--- src/rtl/spi_link_pkg.sv ---
// Shared widths and state encoding for the SPI word link.
package spi_link_pkg;

    localparam int WORD_W    = 16;
    localparam int BIT_CNT_W = 4;

    typedef enum logic {
        IDLE   = 1'b0,
        ACTIVE = 1'b1
    } link_state_e;

endpackage

--- src/rtl/spi_pin_sync.sv ---
// Synchroniser for one asynchronous SPI pin plus registered level and edge strobes.
// level, rise and fall all come from flops, so every pin presents the same delay.
module spi_pin_sync #(
    parameter int STAGES = 2
) (
    input  logic clk,
    input  logic reset,
    input  logic pin,
    output logic level,
    output logic rise,
    output logic fall
);

    logic [STAGES-1:0] sync;

    // Flops clear to 0: a chip select held low through reset yields no falling edge.
    always_ff @(posedge clk) begin
        if (reset) begin
            sync  <= '0;
            level <= 1'b0;
            rise  <= 1'b0;
            fall  <= 1'b0;
        end else begin
            sync  <= {sync[STAGES-2:0], pin};
            level <= sync[STAGES-1];
            rise  <= sync[STAGES-1] & ~level;
            fall  <= ~sync[STAGES-1] & level;
        end
    end

endmodule

--- src/rtl/spi_word_link.sv ---
// SPI mode-0 slave: oversampled pins, 16-bit rx deserialiser with small FIFO, tx serialiser.
// Define SPI_ERR_FLAGS_EN to build the sticky rx_overrun / tx_underrun flags.
module spi_word_link
    import spi_link_pkg::*;
#(
    parameter int                SYNC_STAGES = 2,
    parameter int                RX_DEPTH    = 2,
    parameter logic [WORD_W-1:0] TX_IDLE     = 16'h0000
) (
    input  logic              clk,
    input  logic              reset,
    input  logic              spi_sck,
    input  logic              spi_cs_n,
    input  logic              spi_mosi,
    output logic              spi_miso,
    output logic              spi_miso_oe,
    output logic              start,
    output logic [WORD_W-1:0] rx_data,
    output logic              rx_valid,
    input  logic              rx_ready,
    input  logic [WORD_W-1:0] tx_data,
    input  logic              tx_ready,
    output logic              tx_take,
    output logic              rx_overrun,
    output logic              tx_underrun
);

    localparam int PTR_W = $clog2(RX_DEPTH);

    logic sck_lvl, sck_rise, sck_fall;
    logic cs_lvl, cs_rise, cs_fall;
    logic mosi_lvl, mosi_rise, mosi_fall;
    logic unused_sync;

    spi_pin_sync #(.STAGES(SYNC_STAGES)) u_sck_sync (
        .clk(clk), .reset(reset), .pin(spi_sck),
        .level(sck_lvl), .rise(sck_rise), .fall(sck_fall)
    );
    // cs_n falling edge opens a frame, rising edge closes it.
    spi_pin_sync #(.STAGES(SYNC_STAGES)) u_cs_sync (
        .clk(clk), .reset(reset), .pin(spi_cs_n),
        .level(cs_lvl), .rise(cs_rise), .fall(cs_fall)
    );
    spi_pin_sync #(.STAGES(SYNC_STAGES)) u_mosi_sync (
        .clk(clk), .reset(reset), .pin(spi_mosi),
        .level(mosi_lvl), .rise(mosi_rise), .fall(mosi_fall)
    );

    assign unused_sync = ^{sck_lvl, cs_lvl, mosi_rise, mosi_fall};

    link_state_e          state_q, state_d;
    logic [BIT_CNT_W-1:0] bit_cnt;
    logic [WORD_W-1:0]    rx_sh, tx_sh;
    logic                 miso_oe_q;
    logic                 tx_load, tx_shift, rx_shift, word_done;

    always_ff @(posedge clk) begin
        if (reset) state_q <= IDLE;
        else       state_q <= state_d;
    end

    always_comb begin
        state_d   = state_q;
        start     = 1'b0;
        tx_load   = 1'b0;
        tx_shift  = 1'b0;
        rx_shift  = 1'b0;
        word_done = 1'b0;
        case (state_q)
            IDLE: begin
                if (cs_fall) begin
                    state_d = ACTIVE;
                    start   = 1'b1;
                    tx_load = 1'b1;
                end
            end
            ACTIVE: begin
                if (cs_rise) begin
                    state_d = IDLE;
                end else begin
                    if (sck_rise) begin
                        rx_shift  = 1'b1;
                        word_done = (bit_cnt == '1);
                    end
                    // Load on the first falling edge after a word boundary, shift otherwise.
                    if (sck_fall) begin
                        if (bit_cnt == '0) tx_load  = 1'b1;
                        else               tx_shift = 1'b1;
                    end
                end
            end
            default: state_d = IDLE;
        endcase
    end

    assign tx_take     = tx_load & tx_ready;
    assign spi_miso    = tx_sh[WORD_W-1];
    assign spi_miso_oe = miso_oe_q;

    always_ff @(posedge clk) begin
        if (reset) begin
            bit_cnt   <= '0;
            rx_sh     <= '0;
            tx_sh     <= '0;
            miso_oe_q <= 1'b0;
        end else begin
            if (start) begin
                bit_cnt   <= '0;
                miso_oe_q <= 1'b1;
            end else if (cs_rise) begin
                // Any partial word in rx_sh is abandoned; bit_cnt=0 restarts framing.
                bit_cnt   <= '0;
                miso_oe_q <= 1'b0;
            end else if (rx_shift) begin
                rx_sh   <= {rx_sh[WORD_W-2:0], mosi_lvl};
                bit_cnt <= bit_cnt + BIT_CNT_W'(1);
            end
            if (tx_load)       tx_sh <= tx_ready ? tx_data : TX_IDLE;
            else if (tx_shift) tx_sh <= {tx_sh[WORD_W-2:0], 1'b0};
        end
    end

    // rx FIFO: pointers wrap naturally because RX_DEPTH is a power of two.
    logic [WORD_W-1:0] mem [RX_DEPTH];
    logic [PTR_W-1:0]  wr_ptr, rd_ptr;
    logic [PTR_W:0]    count;
    logic              full, push, pop;

    assign full     = (count == (PTR_W+1)'(RX_DEPTH));
    assign rx_valid = (count != '0);
    assign pop      = rx_valid & rx_ready;
    assign push     = word_done & (~full | pop);
    assign rx_data  = mem[rd_ptr];

    always_ff @(posedge clk) begin
        if (reset) begin
            for (int i = 0; i < RX_DEPTH; i++) mem[i] <= '0;
            wr_ptr <= '0;
            rd_ptr <= '0;
            count  <= '0;
        end else begin
            if (push) begin
                mem[wr_ptr] <= {rx_sh[WORD_W-2:0], mosi_lvl};
                wr_ptr      <= wr_ptr + PTR_W'(1);
            end
            if (pop) rd_ptr <= rd_ptr + PTR_W'(1);
            case ({push, pop})
                2'b10:   count <= count + (PTR_W+1)'(1);
                2'b01:   count <= count - (PTR_W+1)'(1);
                default: count <= count;
            endcase
        end
    end

`ifdef SPI_ERR_FLAGS_EN
    logic drop;
    assign drop = word_done & full & ~pop;

    // A set in the start cycle wins: an underrun on the opening load belongs to the new frame.
    always_ff @(posedge clk) begin
        if (reset) begin
            rx_overrun  <= 1'b0;
            tx_underrun <= 1'b0;
        end else begin
            if (drop)       rx_overrun <= 1'b1;
            else if (start) rx_overrun <= 1'b0;
            if (tx_load && !tx_ready) tx_underrun <= 1'b1;
            else if (start)           tx_underrun <= 1'b0;
        end
    end
`else
    assign rx_overrun  = 1'b0;
    assign tx_underrun = 1'b0;
`endif

endmodule

--- config.mk ---
export PLATFORM = sky130hd
export DESIGN_NAME = spi_word_link
export DESIGN_NICKNAME = d
export VERILOG_FILES = /design/src/rtl/spi_link_pkg.sv /design/src/rtl/spi_pin_sync.sv /design/src/rtl/spi_word_link.sv
export SDC_FILE = /design/constraint.sdc
export NUM_CORES = 1
export LEC_CHECK = 0
export CAP_MARGIN = 30
export CORE_MARGIN = 2
export CORE_UTILIZATION = 55
export CTS_CLUSTER_SIZE = 12
export DETAILED_ROUTE_END_ITERATION = 12
export DONT_BUFFER_PORTS = 1
export PLACE_DENSITY_LB_ADDON = 0.2
export RECOVER_POWER = 25
export SYNTH_ARGS = -nofsm -noshare
export SYNTH_HDL_FRONTEND = slang
export SYNTH_SLANG_ARGS = --single-unit
--- constraint.sdc ---
create_clock -name clk -period 2.8 [get_ports clk]
set_input_delay 0.56 -clock clk [delete_from_list [all_inputs] [get_ports clk]]
set_output_delay 0.56 -clock clk [all_outputs]
set_load 0.03 [all_outputs]
Word level (Yosys, flattened, before mapping). Memory sizes are Yosys's and may differ from the RTL's. A register that Yosys moved wholly into a read port is not among the register bits. Cells that the tools add are included.

Add/sub/neg operators: 5. Eq/ne operators: 4. Multiplexer cells: 34. Bitwise logic cells: 16. Reductions and logical operators: 8.

Operators with widths (count): $mux 16 (4); $mux 1 (27); $reduce_or 16->1 (1); $not 1->1 (8); $reduce_bool 2->1 (4); $and 1x1->1 (7); $add 4x1->4 const B (1); $eq 2x2->1 const B (2); $eq 4x4->1 const B (1); $logic_not 4->1 (1); $pmux 1 s2 (2); $pmux 2 s2 (1); $reduce_and 3->1 (1); $reduce_or 3->1 (1); $add 1x1->1 const B (2); $add 2x1->2 const B (1); $eq 2x1->1 const B (1); $sub 2x1->2 const B (1); $or 1x1->1 (1).

Register bits after elaboration: 54. Bits in writable memories: 32. Input port bits: 23. Output and inout port bits: 23. Logic and storage cells: 86. Memories: 1.

Memory list: mem (depth 2, bits a word 16, read ports 1, clocked after memory_dff 1, write ports 2, line spi_word_link.sv:124) `logic [WORD_W-1:0] mem [RX_DEPTH];`.

Depth between registers and ports, before layout.
Depth in word-level cells: 10. Mapped depth: 7. Gate-level depth less buffers: 5.

Hierarchy. A second synthesis with hierarchy kept.

Cells, all modules: 375. Area total of the unflattened synthesis: 3975.1 sq um.

Modules (own cells, without submodules): spi_word_link (instances 1, cells each 345, area each 3573.4 sq um, seq. area each 1801.7 sq um); spi_pin_sync (instances 3, cells each 10, area each 133.9 sq um, seq. area each 100.1 sq um).

Worst setup path after synthesis. No wires, ideal clock.

Path type: reg2reg. From: register wr_ptr. To: memory mem[1][0], enable pin. Setup time: 0.436 ns. Arrival time: 2.616 ns. Required time: 2.364 ns. Slack: -0.251 ns. Cell stages (with the launch flop): 4. Path buffers: 1. Period minus slack after synthesis: 3.051 ns. Cell sequence: dfxtp_1 -> buf_2 -> clkinv_1 -> o41ai_1.

RTL lines: start, declared (line spi_word_link.sv:125) `logic [PTR_W-1:0] wr_ptr, rd_ptr;`; start signal, assigned (line spi_word_link.sv:144) `wr_ptr <= wr_ptr + PTR_W'(1);`; end, declared (line spi_word_link.sv:124).

Worst setup path in the final report.
From: register bit_cnt[0]. To: output tx_take.

Cells in the longest elaborated chain, start to end: 6.

RTL lines: start, declared (line spi_word_link.sv:52) `logic [BIT_CNT_W-1:0] bit_cnt;`; start signal, assigned (line spi_word_link.sv:116) `bit_cnt <= bit_cnt + BIT_CNT_W'(1);`; $logic_not 4->1 (line spi_word_link.sv:87) `if (bit_cnt == '0) tx_load = 1'b1;`; $mux 1 (line spi_word_link.sv:87); $mux 1 (line spi_word_link.sv:86) `if (sck_fall) begin`; $mux 1 (line spi_word_link.sv:78) `if (cs_rise) begin`; $pmux 1 s2 (line spi_word_link.sv:69) `case (state_q)`; $and 1x1->1 (line spi_word_link.sv:96) `assign tx_take = tx_load & tx_ready;`; end, declared (line spi_word_link.sv:23) `output logic tx_take,`.

No other way between the ends.

==> summary.md <==
| Metric | Value |
|---|---|
| Status | completed |
| Top routing layer used | met4 |
| Area leader, netlist | dfxtp_1 |
| Drt pass-1 iters | 4 |
| Detail Route met2 WL | 3190 um |
| Wirelength, routed | 6650 um |
| Dpl cell area | 0.00399 mm^2 |
| Largest family of logic cells by synthesized area | simple AND/OR/NAND/NOR gates |
| Req. time, crit path | 2240 ps |
| Synth Instances | 371 |
| CTS sink cnt | 87 |
| Initial antenna violation count | 0 |
| Syn-to-layout area delta | 4.71% |
| # fillers | 634 |
| Post-CTS Hold Buffers | 0 |
| Global-route wire length before repair | 10700 um |
| Port-buffer cells | 0 |
| Synth Area in Adders | 0.00628 |
| CTS tree | yes |
| Vias in the first global route | 2288 |
| Slew Limit Fails | 0 |
| Compound-gate portion of the synthesized area | 0.127 |
| Post-Syn Area | 0.00399 mm^2 |
| CP Data Arrival Time | 2080 ps |
| Post-synth EDFFs | 32 |
| # DRC | 0 |
| Pwr Density | 533 mW/mm^2 |
| Wl on met1 | 3110 um |
| Clock Root Buffer | clkbuf_8 |
| Gpl congestion | 0.760 |
| Post-synthesis simple-gate area fraction | 0.225 |
| Leakage | 1.24 nW |
| Slew @ Worst Pin | 776 ps |
| R2R depth | 5 |
| Post-DRT Antenna Nets | 0 |
| Dominant synthesized flop cell | dfxtp_1 |
| RSZ-0062 raised after global routing | false |
| Final non-filler cell area | 0.00417 mm^2 |
| Largest cells by area after synthesis | dfxtp_1 28%, edfxtp_1 24%, nor3_2 7.5% |
| HPWL after DPL | 4090 um |
| Initial core utilization | 0.558 |
| Rel. slew slack | 0.483 |
| Largest net degree at the start of global routing | 56 |
| Most common cell after layout, fill and taps aside | dfxtp_1 |
| F_max | 379 MHz |
| Tcrit/Tclk final | 0.942 |
| Met3 WL post-DR | 249 um |
| Hold Vio Cnt, Final | 0 |
| CTS buffer count | 9 |
| DR vias | 2585 |
| Critical path startpoint category | register |
| Synth top area share | 0.276 |
| Post-synthesis mux area share | 0.0452 |
| Count of cell types in the netlist | 49 |
| Xor/xnor cell area share of the yosys netlist | 0.00220 |
| Global route overflow | 0 |
| Ys Warns | 0 |
| Setup crit end kind | primary output |
| Syn_area_per_cell | 10.7 um^2 |
| Area of the multi-input gates | 0.00165 mm^2 |
| Total power | 2.22 mW |
| Fraction of layout cells with a size suffix above 1 | 0.251 |
| Clock transition at path regs | 100 ps |
| TNS Setup | 0 ps |
| Max FO, Critical Path | 16 |
| Hold Path Stages | 1 |
| GRT Util Overall | 0.176 |
| Most frequent cells in the layout | 55 x dfxtp_1, 39 x nand2_1, 32 x edfxtp_1, 30 x nor3_2, 23 x a21oi_1 |
| Initial drt markers | 109 |
| Peak VDD IR | 0.283 mV |
| CTS Buffer Depth | 2 |
| Async S/R FF share, synth | 0 |
| Post-layout min period | 2640 ps |
| Setup CP Type | register to primary output |
| Max Cap Viol | 0 |
| Setup violations, final | 0 |
| Vias per cell | 5.60 |
| Register area | 0.00206 mm^2 |
| Seq/Total Area, Yosys | 0.517 |
| H-tree depth | 3 |
| # IOs | 46 |
| Die Area | 0.00794 mm^2 |
| Die H | 89.1 um |
| Core ar. | 0.00714 mm^2 |
| Total Nets Final | 383 |
| Seq cells post-synth | 87 |
| Final Skew | 10.6 ps |
| Die Span X | 89.1 um |
| Ant diodes | 0 |
| Rows | 31 |
| Hold/Removal Path Class | input port to register |
| Clock Latency Late Sink | 360 ps |
| Routed length per instance | 14.4 um |
-- worst max-delay path, cell delays in order, from the launching register on --
cell	delay, ps
dfxtp_1	340
inv_1	80
ha_1	170
nor3b_4	590
a21oi_1	230
nor2_1	140
buf_4	170
-- power by group --
| part | total (mW) | switching (mW) | internal, mW | leakage, nW |
|---|---|---|---|---|
| clock network | 0.801 | 0.472 | 0.329 | 0.0785 |
| registers | 1.34 | 0.00970 | 1.33 | 0.775 |
| logic | 0.0806 | 0.0520 | 0.0286 | 0.389 |
| total | 2.22 | 0.534 | 1.69 | 1.24 |
-- final cells by class --
type	instances	share of cell area
clock inverter	7	0.0135
inverter	24	0.0216
timing repair buffer	10	0.0171
multi-input combinational	226	0.394
tap	99	0.0297
clock buffer	9	0.0297
sequential	87	0.494
-- cells by family (layout without fill, tap and decap cells) --
family | after synthesis | count (layout)
other | 1 | 2
AOI/OAI and AO/OA | 64 | 64
buffers and inverters | 59 | 50
muxes | 16 | 16
xor gates and xnor gates | 1 | 1
adders and majority gates | 2 | 2
DFF | 87 | 87
and+or+nand+nor | 141 | 141
-- stage by stage --
| step | util | setup WS (ps) | hold slack (ps) | cells |
|---|---|---|---|---|
| 2_1_floorplan | - | 486 | 383 | 372 |
| 3_3_place_gp | 0.559 | 432 | 391 | 446 |
| 3_5_place_dp | 0.559 | 289 | 394 | 446 |
| 4_1_cts | 0.586 | 119 | 245 | 462 |
| 5_1_grt | 0.585 | 46.4 | 240 | 462 |
| 6_report | 0.585 | 161 | 258 | 462 |
-- registers in the layout (all words and copies together), names as in the netlist, named ones only --
| signal | cells |
|---|---|
| u_cs_sync.sync | 2 |
| u_sck_sync.fall | 1 |
| wr_ptr | 1 |
| u_cs_sync.level | 1 |
| u_cs_sync.rise | 1 |
| u_sck_sync.rise | 1 |
| u_mosi_sync.level | 1 |
| bit_cnt | 4 |
| mem | 32 |
| spi_miso_oe | 1 |
| rd_ptr | 1 |
| tx_sh | 16 |
| u_cs_sync.fall | 1 |
| state_q | 1 |
| rx_sh | 15 |
| count | 2 |
| u_mosi_sync.sync | 2 |
| u_sck_sync.sync | 2 |
| u_sck_sync.level | 1 |
-- what timing repair did --
item,4_1_cts,5_1_grt
gates resized for setup,1,0
buffers inserted,0,0
endpoints found under the setup margin,1,0
-- cell usage after synthesis (4+ instances only) --
master / count
a21oi_1: 23
a311oi_1: 6
a311oi_2: 9
buf_2: 6
clkbuf_1: 18
dfxtp_1: 55
edfxtp_1: 32
inv_1: 22
mux2_2: 16
nand2_1: 38
nand3_1: 16
nor2b_1: 11
nor3_1: 17
nor3_2: 30
nor3b_1: 4
o211ai_1: 15
o21ai_0: 4
-- final timing paths --
path / startpoint / to / slack (ps)
hold reg to reg: u_cs_sync.level / u_cs_sync.rise / 400
hold / removal: reset / rd_ptr / 260
setup reg to reg: bit_cnt[0] / mem[0][2] / 680
setup / recovery: bit_cnt[0] / tx_take / 160
-- metal layers --
metal / track usage / up-vias
met3: 0.0416 / 10
li1: - / 1295
met2: 0.286 / 48
met1: 0.225 / 1232
met5: 0 / -
met4: 0.0773 / 0
No activity file was read; power rests on OpenSTA's default activity.
